===== src/rtl/mips_pipe_pkg.sv =====
// Shared types and constants for the pipeline control blocks.
// State encoding of the hazard FSM, the hard-wired zero register and default counter width.
// No logic; pure declarations plus one compare helper.
package mips_pipe_pkg;

    typedef enum logic {
        HZ_RUN  = 1'b0,
        HZ_LDBR = 1'b1
    } hz_state_e;

    localparam logic [4:0] REG_ZERO = 5'd0;
    localparam int         CNT_W    = 16;

    // A destination only creates a dependency if it is a real register ($0 is constant).
    function automatic logic regHit(input logic [4:0] dest, input logic [4:0] src);
        return (dest != REG_ZERO) && (dest == src);
    endfunction

endpackage


===== src/rtl/hazard_detect_sat_counter.sv =====
// Saturating up-counter used for the hazard performance counters.
// Latency: count visible the cycle after inc; sticks at all-ones instead of wrapping.
// No backpressure; caller gates inc.
module sat_counter #(
    parameter int W = 16
) (
    input  logic         clk,
    input  logic         rst_n,
    input  logic         inc,
    output logic [W-1:0] q
);

    localparam logic [W-1:0] ONE = {{(W-1){1'b0}}, 1'b1};
    localparam logic [W-1:0] MAX = {W{1'b1}};

    always_ff @(posedge clk or negedge rst_n) begin
        if (!rst_n) begin
            q <= '0;
        end else if (inc && (q != MAX)) begin
            q <= q + ONE;
        end
    end

endmodule


===== src/rtl/hazard_detect.sv =====
// ID-stage hazard unit: load-use / branch-operand stalls, taken-branch flush, memory freeze.
// Latency: all controls are combinational in the current cycle; only FSM and counters are registered.
// Backpressure: MemBusy freezes everything and overrides stall, which in turn overrides flush.
module hazard_detect
    import mips_pipe_pkg::*;
#(
    parameter int CNT_W = mips_pipe_pkg::CNT_W
) (
    input  logic             clk,
    input  logic             rst_n,
    input  logic [4:0]       IfIdRs,
    input  logic [4:0]       IfIdRt,
    input  logic             IfIdUsesRt,
    input  logic             IdBranch,
    input  logic             BranchTaken,
    input  logic             IdExMemRead,
    input  logic             IdExRegWrite,
    input  logic [4:0]       IdExRt,
    input  logic [4:0]       IdExRd,
    input  logic             ExMemMemRead,
    input  logic [4:0]       ExMemRd,
    input  logic             MemBusy,
    output logic             PcWrite,
    output logic             IfIdWrite,
    output logic             IdExBubble,
    output logic             IfIdFlush,
    output logic             PipeFreeze,
    output logic [CNT_W-1:0] StallCnt,
    output logic [CNT_W-1:0] FlushCnt
);

    hz_state_e state, stateNxt;

    logic loadUse, brAlu, brLoad, brMem, anyHaz;
    logic freeze, stall, flush;

    always_comb begin
        loadUse = IdExMemRead &
                  (regHit(IdExRt, IfIdRs) | (IfIdUsesRt & regHit(IdExRt, IfIdRt)));
        brAlu   = IdBranch & IdExRegWrite & !IdExMemRead &
                  (regHit(IdExRd, IfIdRs) | regHit(IdExRd, IfIdRt));
        brLoad  = IdBranch & IdExMemRead &
                  (regHit(IdExRt, IfIdRs) | regHit(IdExRt, IfIdRt));
        brMem   = IdBranch & ExMemMemRead &
                  (regHit(ExMemRd, IfIdRs) | regHit(ExMemRd, IfIdRt));
        anyHaz  = loadUse | brAlu | brLoad | brMem;
    end

    always_ff @(posedge clk or negedge rst_n) begin
        if (!rst_n) begin
            state <= HZ_RUN;
        end else begin
            state <= stateNxt;
        end
    end

    // LDBR exists only to guarantee the second bubble of a load feeding a branch.
    always_comb begin
        stateNxt = state;
        if (!MemBusy) begin
            case (state)
                HZ_RUN:  if (brLoad) stateNxt = HZ_LDBR;
                HZ_LDBR: stateNxt = HZ_RUN;
                default: stateNxt = HZ_RUN;
            endcase
        end
    end

    always_comb begin
        freeze = MemBusy;
        stall  = !freeze & ((state == HZ_LDBR) | ((state == HZ_RUN) & anyHaz));
        flush  = !freeze & !stall & IdBranch & BranchTaken;
    end

    // Reset forces a safe bubble-and-hold pattern regardless of the pipeline inputs.
    always_comb begin
        PcWrite    = !freeze & !stall;
        IfIdWrite  = !freeze & !stall;
        IdExBubble = stall;
        IfIdFlush  = flush;
        PipeFreeze = freeze;
        if (!rst_n) begin
            PcWrite    = 1'b0;
            IfIdWrite  = 1'b0;
            IdExBubble = 1'b1;
            IfIdFlush  = 1'b0;
            PipeFreeze = 1'b0;
        end
    end

    sat_counter #(.W(CNT_W)) uStallCnt (
        .clk   (clk),
        .rst_n (rst_n),
        .inc   (stall),
        .q     (StallCnt)
    );

    sat_counter #(.W(CNT_W)) uFlushCnt (
        .clk   (clk),
        .rst_n (rst_n),
        .inc   (flush),
        .q     (FlushCnt)
    );

endmodule

===== config.mk =====
export PLATFORM = sky130hd
export DESIGN_NAME = hazard_detect
export DESIGN_NICKNAME = d
export VERILOG_FILES = /design/src/rtl/mips_pipe_pkg.sv /design/src/rtl/hazard_detect_sat_counter.sv /design/src/rtl/hazard_detect.sv
export SDC_FILE = /design/constraint.sdc
export NUM_CORES = 1
export LEC_CHECK = 0
export CORE_UTILIZATION = 48
export DETAILED_ROUTE_END_ITERATION = 16
export GPL_ROUTABILITY_DRIVEN = 1
export PLACE_DENSITY = 0.84
export SLEW_MARGIN = 30
export SYNTH_ARGS = -nofsm -noshare
export SYNTH_HDL_FRONTEND = slang
export SYNTH_SLANG_ARGS = --single-unit

===== constraint.sdc =====
create_clock -name clk -period 2.9 [get_ports clk]
set_input_delay 0.58 -clock clk [delete_from_list [all_inputs] [get_ports clk]]
set_output_delay 0.58 -clock clk [all_outputs]
set_load 0.02 [all_outputs]

# Yosys cells after proc, flatten, opt, wreduce, memory -nomap -nowiden
# Index checks and enable logic that the tools add are counted.
[word_totals]
reg_bits = 33
input_bits = 34
[op_classes]
n_addsub = 2
n_eq_ne = 8
muxes = 6
bitwise_logic = 23
reduce_logical = 14
[op_table]
columns = ["op", "count"]
rows = [
  ["$add A16 B1 Y16 const B", 2],
  ["$ne A16 B16 Y1 const B", 2],
  ["$eq A5 B5 Y1", 6],
  ["$reduce_bool A5 Y1", 3],
  ["$and A1 B1 Y1", 14],
  ["$logic_and A1 B1 Y1", 8],
  ["$or A1 B1 Y1", 8],
  ["$mux W1", 5],
  ["$logic_not A1 Y1", 3],
  ["$pmux W1 S2", 1],
  ["$not A1 Y1", 1],
]

# Depth between registers and ports, before layout
[depth]
depth_word = 16
mapped_depth = 8

# Hierarchy
# Synthesis repeated with hierarchy kept, for this count alone.
[hier_totals]
cells_unflattened = 218
area_unflattened_um2 = 2275.9
[modules_own_cells]
columns = ["module", "instances", "cells_each", "area_per_inst_um2"]
rows = [
  ["sat_counter", 2, 72, 859.6],
  ["hazard_detect", 1, 74, 556.8],
]

# Least setup slack after synthesis
# OpenSTA, ideal clock, no wires.
[synth_path]
path_type = "input to output"
startpoint = "input port IdExRt[1]"
endpoint = "output port PcWrite"
t_arrival_ns = 2.446
t_required_ns = 2.320
slack_ns = -0.126
stages = 8
n_path_buf = 2
cell_sequence = "or4_4 > o211a_1 > a21oi_2 > and2_1 > clkbuf_1 > nand3_1 > nor2_1 > buf_4"
[synth_via]
elab_chain_cells = 14
[synth_rtl]
columns = ["element", "line_no", "rtl"]
rows = [
  ["start, declared", "hazard_detect.sv:18", "input logic [4:0] IdExRt,"],
  ["$eq A5 B5 Y1 or $reduce_bool A5 Y1 (tied branches)", "mips_pipe_pkg.sv:16", "return (dest != REG_ZERO) && (dest == src);"],
  ["$logic_and A1 B1 Y1", "mips_pipe_pkg.sv:16", ""],
  ["$and A1 B1 Y1", "hazard_detect.sv:39", "(regHit(IdExRt, IfIdRs) | (IfIdUsesRt & regHit(IdExRt, IfIdRt)));"],
  ["$or A1 B1 Y1", "hazard_detect.sv:39", ""],
  ["$and A1 B1 Y1", "hazard_detect.sv:38", "loadUse = IdExMemRead &"],
  ["$or A1 B1 Y1", "hazard_detect.sv:46", "anyHaz = loadUse | brAlu | brLoad | brMem;"],
  ["$or A1 B1 Y1 * (2 in a row)", "hazard_detect.sv:46", ""],
  ["$and A1 B1 Y1 *", "hazard_detect.sv:71", "stall = !freeze & ((state == HZ_LDBR) | ((state == HZ_RUN) & anyHaz));"],
  ["$or A1 B1 Y1 *", "hazard_detect.sv:71", ""],
  ["$and A1 B1 Y1 *", "hazard_detect.sv:71", ""],
  ["$logic_not A1 Y1 *", "n/a", ""],
  ["$and A1 B1 Y1 *", "n/a", ""],
  ["$mux W1 *", "n/a", ""],
  ["end, declared", "hazard_detect.sv:23", "output logic PcWrite,"],
]
# Mark *: on every way between the ends. The rest lies on a longest branch, timed or not.

# Worst setup path after layout
[layout_path]
startpoint = "input port IdExRt[0]"
endpoint = "output port IfIdFlush"
[layout_via]
elab_chain_cells = 16
[layout_rtl]
columns = ["element", "line_no", "rtl"]
rows = [
  ["$eq A5 B5 Y1 or $reduce_bool A5 Y1 (tied branches)", "mips_pipe_pkg.sv:16", ""],
  ["$logic_and A1 B1 Y1", "mips_pipe_pkg.sv:16", ""],
  ["$and A1 B1 Y1", "hazard_detect.sv:39", ""],
  ["$or A1 B1 Y1", "hazard_detect.sv:39", ""],
  ["$and A1 B1 Y1", "hazard_detect.sv:38", ""],
  ["$or A1 B1 Y1", "hazard_detect.sv:46", ""],
  ["$or A1 B1 Y1 * (2 in a row)", "hazard_detect.sv:46", ""],
  ["$and A1 B1 Y1 *", "hazard_detect.sv:71", ""],
  ["$or A1 B1 Y1 *", "hazard_detect.sv:71", ""],
  ["$and A1 B1 Y1 *", "hazard_detect.sv:71", ""],
  ["$logic_not A1 Y1 *", "hazard_detect.sv:72", "flush = !freeze & !stall & IdBranch & BranchTaken;"],
  ["$and A1 B1 Y1 * (3 in a row)", "hazard_detect.sv:72", ""],
  ["$mux W1 *", "hazard_detect.sv:82", "if (!rst_n) begin"],
  ["end, declared", "hazard_detect.sv:26", "output logic IfIdFlush,"],
]
# Marks and branches as above.

==> impl_results.md <==
* Synth cell count leaders: xor2_1, dfrtp_1, xnor2_1
* CP max FO at 4
* Final critical-path required period at 2850 ps
* Post-Synthesis Cell Area at 0.00238 mm²
* DR pass1 iterations at 4
* Worst Skew at 5.01 ps
* Yosys top cell by area: dfrtp_1
* Period utilization at 98.4%
* Hold-fix buffers, CTS at 0
* Initial core utilization at 50.0%
* Clock Tree Root: clkbuf_8
* Slew @ Worst Pin at 797 ps
* Max-Cap Viols at 0
* First-pass GRT wire length at 9880 µm
* Power density cells at 392 mW/mm²
* Most common cell in the netlist: xor2_1
* TritonCTS Buffers at 5
* Avg Cell Area, Syn at 10.5 µm²
* Pin count of the biggest net entering global routing at 26
* Final #Nets at 367
* Port Buf Inserts at 70
* Total Wirelength at 6200 µm
* Placed Cells incl. Taps at 390
* Fin. Hold Viols at 0
* Ys flop type: dfrtp_1
* Fill cells at 350
* FP Rows at 25
* Synth Register Bits at 33
* Residual DRC at 0
* Die height at 72.4 µm
* GRT Total Usage at 24.4%
* Finished Layout Cells at 399
* TritonCTS clock tree: done
* Clock Latency Late Sink at 280 ps
* Worst vdd ir at 510 µV
* Top cells by area, synth: dfrtp_1, xor2_1, nor4_4
* Vias at 2183
* Grt ovf at 0
* Inserted Diodes at 0
* Number of I/O pins at 71
* GP Congestion at 0.936
* Slew headroom at 46.9%
* Hold Slack at 497 ps
* Pleak at 1.57 nW
* Post-Synthesis Cells at 226
* Post-synth EDFFs at 0
* Status: complete, no violations
* Post-synthesis net count at 262
* Synth unique cells at 47
* Crit path kind: input port to primary output
* Register area share after synthesis at 34.7%
* Max clock buf depth at 2
* Ratio of cells with drive above 1 in the final layout at 22.9%
* DP HPWL at 4680 µm
* Synth top area share at 34.7%
* Yosys warnings at 0
* CTS Sinks at 33
* Crit path DAT at 2270 ps
* Fin. max-slew vios at 0
* Setup crit start kind: input port
* Die area at 0.00524 mm²
* Setup_tns at 0 ps
* Vias/cell at 5.47
* Area grow syn2layout at 47.9%
* RSZ-0062 raised after global routing: false
* Setup violators final at 0
* WL per Instance at 15.5 µm
* Initial antenna violation count at 0
* Register clock-pin slew on the reported worst setup and hold paths at 60 ps
* Critical Path RT at 2320 ps
* Async set or reset register ratio after synthesis at 100%
* CTS H-tree depth at 2
* Core ar. at 0.00475 mm²
* Worst Hold Class: flip-flop to flip-flop
* Vias in the first global route at 2123
* Detailed router's first-iteration violation count at 73
* Routed Antenna Nets at 0
* Max frequency at 0.350 GHz
* CP Capture Type: primary output
* Layout Utilization at 74.0%
* Die W at 72.4 µm
## critical path, cell delays in order
cell,delay [ps]
clkdlybuf4s50_1,490
xor2_1,220
nor4_2,360
a21oi_2,130
nand2_4,90
nor2_2,40
and3_1,200
buf_4,160
## repair_timing
action / CTS / global route
pin swaps: 11 / 7
endpoints found under the setup margin: 4 / 4
buffers inserted: 1 / 0
resized for setup: 45 / 14
## sequential cells by signal, indices dropped and copies added, names as in the netlist
register and count:
state 1, uFlushCnt.q 16, uStallCnt.q 16
## layout by cell type, fill, tap and decap left out, types with 2 or more instances in the layout
cell type | netlist | layout
a211o_1 | 2 | 2
a211oi_1 | 3 | 3
a22oi_1 | 2 | 2
and2_1 | 7 | 6
and3_1 | 8 | 8
and4_1 | 3 | 3
buf_4 | 2 | 37
buf_6 | 1 | 2
clkbuf_1 | 3 | 3
clkbuf_8 | 0 | 5
clkdlybuf4s50_1 | 0 | 43
dfrtp_1 | 33 | 33
dlygate4sd2_1 | 0 | 11
dlymetal6s2s_1 | 0 | 9
ha_1 | 2 | 2
inv_1 | 6 | 6
mux2_1 | 5 | 5
nand2_1 | 12 | 12
nand3_1 | 13 | 12
nand4_1 | 2 | 2
nor2_1 | 11 | 9
nor3_1 | 6 | 5
nor3_2 | 1 | 2
nor3b_1 | 2 | 2
nor4_2 | 2 | 3
nor4_4 | 9 | 9
o2111ai_1 | 4 | 4
o211ai_1 | 4 | 4
o21ai_1 | 5 | 3
o21ai_2 | 0 | 2
or4_4 | 1 | 3
xnor2_1 | 14 | 14
xor2_1 | 42 | 42
## cell type report
class,instances,area (µm²),share of cell area [%]
Multi-Input combinational cell,179,1530,43.6
Sequential cell,33,826,23.5
Inverter,6,22.5,0.640
Timing Repair Buffer,106,971,27.6
Clock buffer,8,80.1,2.28
Tap cell,67,83.8,2.38
## through the flow
| step | instance area (µm²) | power (W) | setup WS (ps) |
|---|---|---|---|
| after floorplan | 2380 | 0.000799 | 32.4 |
| after global placement | 3380 | 0.00104 | -641 |
| after detailed placement | 3380 | 0.00105 | -680 |
| after CTS | 3480 | 0.00139 | 0.159 |
| after global routing | 3520 | 0.00145 | 3.08 |
| final | 3520 | 0.00138 | 46.5 |
## cell families after synthesis
family                     count (synthesis)  synth area share [%]
and+or+nand+nor                           85                  26.9
xor gates and xnor gates                  56                  20.6
DFF                                       33                  34.7
AOI/OAI and AO/OA                         30                  10.3
buffers and inverters                     14                  3.58
muxes                                      6                  2.79
adders and majority gates                  2                  1.05
## worst paths after layout
path	startpoint	to	slack (ps)	cells past startpoint
setup / recovery	IdExRt[0]	IfIdFlush	50	8
hold / removal	uFlushCnt.q[4]	uFlushCnt.q[4]	500	1
setup reg to reg	uFlushCnt.q[0]	uFlushCnt.q[9]	510	8
hold reg to reg	uFlushCnt.q[4]	uFlushCnt.q[4]	500	1
max in group asynchronous	rst_n	uStallCnt.q[6]	1760	2
min in group asynchronous	rst_n	uStallCnt.q[12]	860	2
## power breakdown
part	switching (W)	total (W)	leakage (nW)	internal, W
Sequential	0.0000700	0.000583	0.439	0.000513
Clock	0.000158	0.000328	0.0395	0.000170
Combinational	0.000235	0.000468	1.09	0.000234
## metal layers
layer  global-route usage [%]  vias to the layer above  wire length [µm]
met5                        0                        -                 0
met4                     8.28                        0                95
li1                         -                     1034                 -
met1                     30.5                     1050              2600
met3                     5.42                       10               496
met2                     41.5                       89              3010
No activity file was read; power rests on OpenSTA's default activity.
